`src/rtl/proc_pkg.sv`:
```
// Shared types for the simple processor controller: FSM state encoding,
// instruction opcodes and ALU operation selects.
package proc_pkg;

  // Encodings are exposed on the State port for display.
  typedef enum logic [3:0] {
    S_INIT   = 4'd0,
    S_FETCH  = 4'd1,
    S_DECODE = 4'd2,
    S_NOOP   = 4'd3,
    S_LOADA  = 4'd4,
    S_LOADB  = 4'd5,
    S_STORE  = 4'd6,
    S_ADD    = 4'd7,
    S_SUB    = 4'd8,
    S_HALT   = 4'd9
  } state_t;

  typedef enum logic [3:0] {
    OP_NOOP  = 4'd0,
    OP_STORE = 4'd1,
    OP_LOAD  = 4'd2,
    OP_ADD   = 4'd3,
    OP_SUB   = 4'd4,
    OP_HALT  = 4'd5
  } opcode_t;

  localparam logic [2:0] ALU_PASS = 3'd0;
  localparam logic [2:0] ALU_ADD  = 3'd1;
  localparam logic [2:0] ALU_SUB  = 3'd2;

endpackage

```
`src/rtl/instr_decode.sv`:
```
// Combinational split of the instruction register into opcode and fields.
// Loads address memory with IR[11:4]; stores use IR[7:0].
module instr_decode #(
  parameter int IW = 16,
  parameter int DW = 8,
  parameter int RW = 4
) (
  input  logic [IW-1:0] ir,
  output logic [3:0]    op,
  output logic [RW-1:0] ra,
  output logic [RW-1:0] rb,
  output logic [RW-1:0] rw,
  output logic [DW-1:0] ld_addr,
  output logic [DW-1:0] st_addr
);

  assign op      = ir[IW-1 -: 4];
  assign ra      = ir[8 +: RW];
  assign rb      = ir[4 +: RW];
  assign rw      = ir[0 +: RW];
  assign ld_addr = ir[4 +: DW];
  assign st_addr = ir[0 +: DW];

endmodule

```
`src/rtl/control_unit.sv`:
```
// Moore controller for a small load/store processor: sequences fetch,
// decode and execute, driving PC, IR, data-memory, register-file and ALU.
module control_unit
  import proc_pkg::*;
#(
  parameter int IW = 16,
  parameter int DW = 8,
  parameter int RW = 4
) (
  input  logic          Clk,
  input  logic          ResetN,
  input  logic [IW-1:0] IR,
  output logic          PC_Clr,
  output logic          PC_Up,
  output logic          IR_Ld,
  output logic [DW-1:0] D_Addr,
  output logic          D_Wr,
  output logic          RF_s,
  output logic [RW-1:0] RF_W_Addr,
  output logic          RF_W_En,
  output logic [RW-1:0] RF_Ra_Addr,
  output logic [RW-1:0] RF_Rb_Addr,
  output logic [2:0]    ALU_s0,
  output logic          Halted,
  output logic [3:0]    State
);

  state_t        state, state_next;
  logic [3:0]    op;
  logic [RW-1:0] ra, rb, rw;
  logic [DW-1:0] ld_addr, st_addr;

  instr_decode #(.IW(IW), .DW(DW), .RW(RW)) u_decode (
    .ir      (IR),
    .op      (op),
    .ra      (ra),
    .rb      (rb),
    .rw      (rw),
    .ld_addr (ld_addr),
    .st_addr (st_addr)
  );

  always_ff @(posedge Clk) begin
    if (!ResetN) state <= S_INIT;
    else         state <= state_next;
  end

  assign State = state;

  always_comb begin
    state_next = state;
    PC_Clr     = 1'b0;
    PC_Up      = 1'b0;
    IR_Ld      = 1'b0;
    D_Addr     = '0;
    D_Wr       = 1'b0;
    RF_s       = 1'b0;
    RF_W_Addr  = '0;
    RF_W_En    = 1'b0;
    RF_Ra_Addr = '0;
    RF_Rb_Addr = '0;
    ALU_s0     = ALU_PASS;
    Halted     = 1'b0;
    case (state)
      S_INIT: begin
        PC_Clr     = 1'b1;
        state_next = S_FETCH;
      end
      S_FETCH: begin
        IR_Ld      = 1'b1;
        PC_Up      = 1'b1;
        state_next = S_DECODE;
      end
      S_DECODE: begin
        case (op)
          OP_STORE: state_next = S_STORE;
          OP_LOAD:  state_next = S_LOADA;
          OP_ADD:   state_next = S_ADD;
          OP_SUB:   state_next = S_SUB;
          OP_HALT:  state_next = S_HALT;
          default:  state_next = S_NOOP;
        endcase
      end
      S_NOOP: state_next = S_FETCH;
      // LoadA only presents the address; the write waits a cycle for read data.
      S_LOADA: begin
        D_Addr     = ld_addr;
        RF_s       = 1'b1;
        RF_W_Addr  = rw;
        state_next = S_LOADB;
      end
      S_LOADB: begin
        D_Addr     = ld_addr;
        RF_s       = 1'b1;
        RF_W_Addr  = rw;
        RF_W_En    = 1'b1;
        state_next = S_FETCH;
      end
      S_STORE: begin
        D_Addr     = st_addr;
        RF_Ra_Addr = ra;
        D_Wr       = 1'b1;
        state_next = S_FETCH;
      end
      S_ADD: begin
        RF_Ra_Addr = ra;
        RF_Rb_Addr = rb;
        RF_W_Addr  = rw;
        RF_W_En    = 1'b1;
        ALU_s0     = ALU_ADD;
        state_next = S_FETCH;
      end
      S_SUB: begin
        RF_Ra_Addr = ra;
        RF_Rb_Addr = rb;
        RF_W_Addr  = rw;
        RF_W_En    = 1'b1;
        ALU_s0     = ALU_SUB;
        state_next = S_FETCH;
      end
      S_HALT: begin
        Halted     = 1'b1;
        state_next = S_HALT;
      end
      default: state_next = S_INIT;
    endcase
  end

endmodule
```
`config.mk`:
```
export PLATFORM = sky130hd
export DESIGN_NAME = control_unit
export DESIGN_NICKNAME = d
export VERILOG_FILES = /design/src/rtl/proc_pkg.sv /design/src/rtl/instr_decode.sv /design/src/rtl/control_unit.sv
export SDC_FILE = /design/constraint.sdc
export NUM_CORES = 1
export LEC_CHECK = 0
export CORE_MARGIN = 2
export CORE_UTILIZATION = 35
export CTS_CLUSTER_DIAMETER = 150
export DETAILED_ROUTE_END_ITERATION = 16
export GPL_ROUTABILITY_DRIVEN = 0
export PLACE_DENSITY_LB_ADDON = 0.12
export SLEW_MARGIN = 20
export SYNTH_ARGS = -nofsm -noshare
export SYNTH_HDL_FRONTEND = slang
export SYNTH_HIERARCHICAL = 1
export SYNTH_SLANG_ARGS = --single-unit
```
`constraint.sdc`:
```
create_clock -name Clk -period 1.5 [get_ports Clk]
set_clock_uncertainty 0.05 [all_clocks]
set_input_delay 0.3 -clock Clk [delete_from_list [all_inputs] [get_ports Clk]]
set_output_delay 0.3 -clock Clk [all_outputs]
set_load 0.02 [all_outputs]
```
==> metrics.cfg <==
[status]
status=finished, violations left
failed_checks=negative setup slack

[power_and_ir_drop]
comb_power_share=0.551
switchingPower_mw=0.207
clockPowerShare=0.240
power.density_mw_per_mm2=420
p_sw_frac=0.338
cellLeakagePower_nw=0.709
ir_drop_mv=0.454
p_int_mw=0.405
p_seq_frac=0.209

[worst_hold_path]
hold_class=in -> reg
min-delay-start=ResetN
holdPathStages=3

[route]
drt-wirelength-per-cell_um=13.1
postRouteAntennaNets=0
vias=807
drt_iter0_markers=5
viasPerCell=4.78
drt_pass1_iterations=3
wl_mm=2.21
drc_errors=0

[setup_path]
worstSetupPathType=reg -> out
crit_path_cell_trace=nor4b_4 -> a21o_1 -> buf_6 -> and2_4 -> buf_6
path_max_fanout=3
start_kind=register
reg2reg_from=State[0]
crit_path_max_incr_delay_ps=350
worstPathRequired_ps=1150
ff2ff_path_depth=5
critical_path_depth=5
cpMostUsedCell=buf_6
critPathLaunch=State[2]
path_buf_inv=2
cp.arrival_ps=1460
critPathCaptureType=output port
critPathTopFamily=simple AND/OR/NAND/NOR gates
crit_slowest_cell=dfxtp_4

[synth]
synth_area_leader_cell=buf_4
ys_seq_elements=4
synthTopCellsByArea=buf_4 33%, dfxtp_1 10%, a22o_1 9.1%, and2_1 7.3%, nor2b_1 4.0%
post-synth-top-count-cell=buf_4
synth.distinct_cells=33
yosys_warnings=6
syn-instance-count=99
netlist_area_um2=773
syn-mean-instance-area_um2=7.81
syn_nets=117
synth_edf_count=0
synth_common_cells=34 x buf_4, 9 x and2_1, 8 x a22o_1, 5 x nor2b_1
synth-main-ff-cell=dfxtp_1
async_flop_share=0
ys_seq_area_frac=0.104
synth.top_cell.area_share=0.330

[timing]
finalHoldViolCount=0
whs_ps=596
fin_crit_sh=1.21
layout_min_cycle_time_ps=1810
tns_ps=-5920
max_freq_mhz=553
rsz0062_at_grt=yes
drv_slew=0
setup_ws_ps=-309
setup_violations=28

[global_routing]
grt-ovfl-total=0
grt_max_degree=10
grt_pass1_vias=856
gr-usage-all-layers=0.179
antenna_found_initial=0
grt_pass1_wl_mm=3.57

[placed_design]
pre_cts_ws_ps=-507
dp_hpwl_mm=1.68
dpl.cell_count=158
io_buffer_count=50

[cells_and_area]
largest_reg_flops=4
antenna_cells=0
drive_gt1_frac=0.674
syn_to_final_growth_pct=88.3
final_util=0.678
fin_nets=160
stdcell_count=169

[die]
ios=52
die_h_um=51
dieArea_mm2=0.00260
start_util=0.360
core_area_mm2=0.00215
std_cell_rows=17
die_w_um=51

[clock_tree]
h-tree-depth=1
cts_buffer_depth=2
clk_pin_slew_worst_paths_ps=40
postCtsHoldBufs=0
clk_latency_ps=240
root_buffer=clkbuf_4
cts_buffers=3
cts_tree=yes
cts.sinks=4

[flow_run]
max_cap_violations=0

-- cell families after synthesis --
family,share of synthesized area
simple gates,0.348
xor+xnor,0.0113
compound gates,0.181
other cells,0.00485
buf+inv,0.351
flops,0.104
-- layer usage --
| layer | share of wire | track usage |
|---|---|---|
| met1 | 0.36 | 0.184 |
| met2 | 0.57 | 0.357 |
| met3 | 0.063 | 0.0322 |
| met4 | 0.0036 | 0.0541 |
| met5 | 0 | 0 |
-- worst paths after layout --
path | slack, ps | end
hold reg to reg | 670 | State[2]
hold / removal | 600 | State[1]
setup reg to reg | 180 | State[0]
setup / recovery | -310 | RF_Ra_Addr[1]
-- layout by cell type (no fill, tap or decap), types with 2 or more instances in the layout --
| master | Yosys | layout |
|---|---|---|
| buf_6 | 1 | 27 |
| buf_4 | 34 | 23 |
| clkdlybuf4s50_1 | 0 | 17 |
| and2_4 | 0 | 9 |
| a22o_4 | 0 | 8 |
| nor2b_2 | 0 | 4 |
| dlygate4sd2_1 | 0 | 4 |
| nor2_1 | 4 | 3 |
| a21oi_1 | 4 | 3 |
| clkbuf_4 | 0 | 3 |
| dfxtp_4 | 0 | 2 |
| dfxtp_2 | 0 | 2 |
| nand2b_4 | 0 | 2 |
| nor2_4 | 2 | 2 |
| a21o_1 | 2 | 2 |
| o21ai_0 | 2 | 2 |
| nand2_1 | 2 | 2 |
| buf_12 | 0 | 2 |
-- layout make-up --
| class | count | area [um2] |
|---|---|---|
| Fill cell | 181 | 692 |
| Multi-Input combinational cell | 59 | 578 |
| Timing Repair Buffer | 74 | 727 |
| Sequential cell | 4 | 90.1 |
| Clock buffer | 4 | 26.3 |
| Tap cell | 28 | 35.0 |
-- timing repair --
action | in CTS | in global routing
setup buffers | 5 | 4
pin swaps | 4 | 2
endpoints found under the setup margin | 33 | 29
gates resized for setup | 172 | 14
-- stage by stage --
step	power (mW)	cell area [um2]
floorplan	0.334	902
global placement	0.417	1310
detailed placement	0.420	1310
CTS	0.592	1390
global route	0.650	1460
finish	0.612	1460
-- power groups by stage --
stage / Sequential (mW) / Combinational (mW) / Clock (mW)
final: 0.128 / 0.337 / 0.147
after floorplan: 0.141 / 0.193 / 0
after global placement: 0.127 / 0.290 / 0
after CTS: 0.128 / 0.311 / 0.153
after detailed placement: 0.128 / 0.292 / 0
after global routing: 0.129 / 0.357 / 0.164
-- worst min-delay path, cell delays in order --
cell	delay (ps)
clkdlybuf4s50_1	420
nand2_1	60
a21oi_1	40
No activity file was read; power rests on OpenSTA's default activity.
==> edit: new RTL, config.mk and constraints unchanged <==
Put a register stage on the output `D_Addr`, with the module's reset. The value now appears one clock later. The other outputs are not delayed to match.
--- a/src/rtl/control_unit.sv
+++ b/src/rtl/control_unit.sv
@@ -25,4 +25,6 @@
   output logic [3:0]    State
 );
+
+  logic [DW-1:0] D_Addr_d;
 
   state_t        state, state_next;
@@ -53,5 +55,5 @@
     PC_Up      = 1'b0;
     IR_Ld      = 1'b0;
-    D_Addr     = '0;
+    D_Addr_d   = '0;
     D_Wr       = 1'b0;
     RF_s       = 1'b0;
@@ -85,5 +87,5 @@
       // LoadA only presents the address; the write waits a cycle for read data.
       S_LOADA: begin
-        D_Addr     = ld_addr;
+        D_Addr_d   = ld_addr;
         RF_s       = 1'b1;
         RF_W_Addr  = rw;
@@ -91,5 +93,5 @@
       end
       S_LOADB: begin
-        D_Addr     = ld_addr;
+        D_Addr_d   = ld_addr;
         RF_s       = 1'b1;
         RF_W_Addr  = rw;
@@ -98,5 +100,5 @@
       end
       S_STORE: begin
-        D_Addr     = st_addr;
+        D_Addr_d   = st_addr;
         RF_Ra_Addr = ra;
         D_Wr       = 1'b1;
@@ -127,3 +129,11 @@
   end
 
+  always_ff @(posedge Clk) begin
+    if (!ResetN) begin
+      D_Addr <= '0;
+    end else begin
+      D_Addr <= D_Addr_d;
+    end
+  end
+
 endmodule
Function: changed (a bounded check fails within 4 cycles, from zero or initial values and one cycle with ResetN low).
==> edit against the unedited design <==
- the flow still finishes with violations (setup timing)
- sequential cell count is 8 higher
- power is 53% higher
- area after synthesis is 28% higher
- critical path type unchanged
- critical endpoint is now RF_Ra_Addr[2]
- wire length is 23% higher
- maximum frequency is 1.5% lower
- utilization is 4.1 points lower
- setup slack worse by 27 ps
- final area is 19% higher
- combinational power is 11% higher
- clock power is 50% higher
- critical path depth stayed put
- sequential share of layout area is 8.5 points higher
- die area is 26% higher
==> edit: results (changes against the unedited design) <==
| Metric | Value |
|---|---|
| Failing checks | setup timing |
| Dpl hpwl | 2.03 mm (+21%) |
| Drt initial violations | 16 (+11) |
| Peak VDD IR | 0.329 mV (-28%) |
| Vias per cell | 4.78 (+0.13%) |
| Asr flop ratio synth | 0% (unchanged) |
| # fillers | 250 (+38%) |
| PnR worst setup slack | -336 ps (-27.2 ps) |
| Hold depth | 3 (unchanged) |
| Cells on worst reg2reg path | 6 (+1) |
| Number of global-route vias before repair | 912 (+6.5%) |
| Clock latency on the worst-skew pair | 270 ps (+30 ps) |
| Crit path arrival time | 1490 ps (+30 ps) |
| Pre-antenna DRT Iters | 4 (+1) |
| First-pass GRT wire length | 4.33 mm (+21%) |
| Seq. cell area | 253 um2 (+180%) |
| Fin nets | 194 (+21%) |
| Seq/Total Area, Yosys | 24.3% (+14 points) |
| Switching share of power | 30.5% (-3.3 points) |
| Ys Warns | 6 (unchanged) |
| Final setup violation count | 21 (-25%) |
| DP Area | 1540 um2 (+17%) |
| Share of cells above drive strength 1 | 56.6% (-11 points) |
| Status | finished, violations left |
| Row count | 19 (+2) |
| Largest cells by area after synthesis | buf_4 27%, dfxtp_1 24%, nor2b_1 8.2% |
| Max reg flops | 8 (+4) |
| Slowest stage cell on the critical path | dfxtp_2 |
| Yosys top cell area share | 26.6% (-6.4 points) |
| Total wire length | 2.73 mm (+23%) |
| Syn nets | 136 (+16%) |
| Leak | 0.811 nW (+14%) |
| Synth top cells by count | 35 x buf_4, 13 x nor2b_1, 12 x dfxtp_1 |
edit: cell types whose count changed in the layout (fill, tap and decap cells not counted), moves of 2 or more:
| cell | before | now |
|---|---|---|
| a22oi_1 | 0 | 6 |
| buf_12 | 2 | 0 |
| a22oi_2 | 0 | 2 |
| dfxtp_1 | 0 | 8 |
| clkbuf_2 | 0 | 2 |
| buf_4 | 23 | 40 |
| dlygate4sd2_1 | 4 | 9 |
| buf_6 | 27 | 22 |
| a22o_4 | 8 | 0 |
| nor2b_1 | 0 | 8 |
edit: metal layers:
layer | up-vias | part of all wire (%) | global-route usage, %
li1 | 479 | - | -
met1 | 459 | 42 | 21.5
met2 | 45 | 51 | 28.2
met3 | 2 | 6.3 | 2.49
met4 | 0 | 0.99 | 7.31
met5 | - | 0 | 0
edit: timing repair:
item                                   4_1_cts  5_1_grt
endpoints found under the hold margin        0        0
pin swaps                                    6        4
gates resized for setup                    150       14
setup endpoints to repair                   33       26
setup buffers                                6        4
edit: cells by family after synthesis:
logic type | synth area share (%)
other | 0.379
AO/OA/AOI/OAI | 13.2
buffers and inverters | 28.5
XOR/XNOR | 0.886
flip-flops | 24.3
AND/OR/NAND/NOR | 32.8
edit: final cells by class:
class	count	area share (%)
tap	31	2.25
clock buffer	4	1.52
sequential	12	14.6
timing repair buffer	92	48.2
multi-input combinational	67	33.4
edit: worst reg2reg max path, cell delays in order, from the launching register on:
cell      delay (ps)
dfxtp_4          360
buf_4            130
buf_4            120
and4bb_1         220
buf_4            180
a22oi_1          210
nor2b_1           60
edit: metrics by stage:
| step | setup WS [ps] | hold slack, ps | std cells | power [W] | TNS, ps |
|---|---|---|---|---|---|
| after floorplan | -189 | 503 | 118 | 0.000539 | -2280 |
| after global placement | -453 | 653 | 193 | 0.000650 | -7900 |
| after detailed placement | -487 | 666 | 193 | 0.000656 | -8400 |
| after CTS | -330 | 600 | 202 | 0.000916 | -4820 |
| after global routing | -398 | 607 | 206 | 0.000973 | -5790 |
| final | -336 | 612 | 206 | 0.000933 | -4670 |
edit: final timing paths:
kind                             from              endpoint  slack [ps]
setup / recovery  State[0]$_SDFF_PN0_         RF_Ra_Addr[2]        -340
hold / removal                 ResetN   State[1]$_SDFF_PN0_         610
setup reg to reg  State[2]$_SDFF_PN0_  D_Addr[0]$_SDFF_PN0_          60
hold reg to reg   State[1]$_SDFF_PN0_   State[2]$_SDFF_PN0_         710
edit: power by group through the flow:
stage	clock network (W)	logic (W)	registers [W]
2_1_floorplan	0	0.000178	0.000361
5_1_grt	0.000236	0.000397	0.000341
6_report	0.000220	0.000373	0.000340
3_3_place_gp	0	0.000303	0.000346
3_5_place_dp	0	0.000309	0.000347
4_1_cts	0.000219	0.000357	0.000340
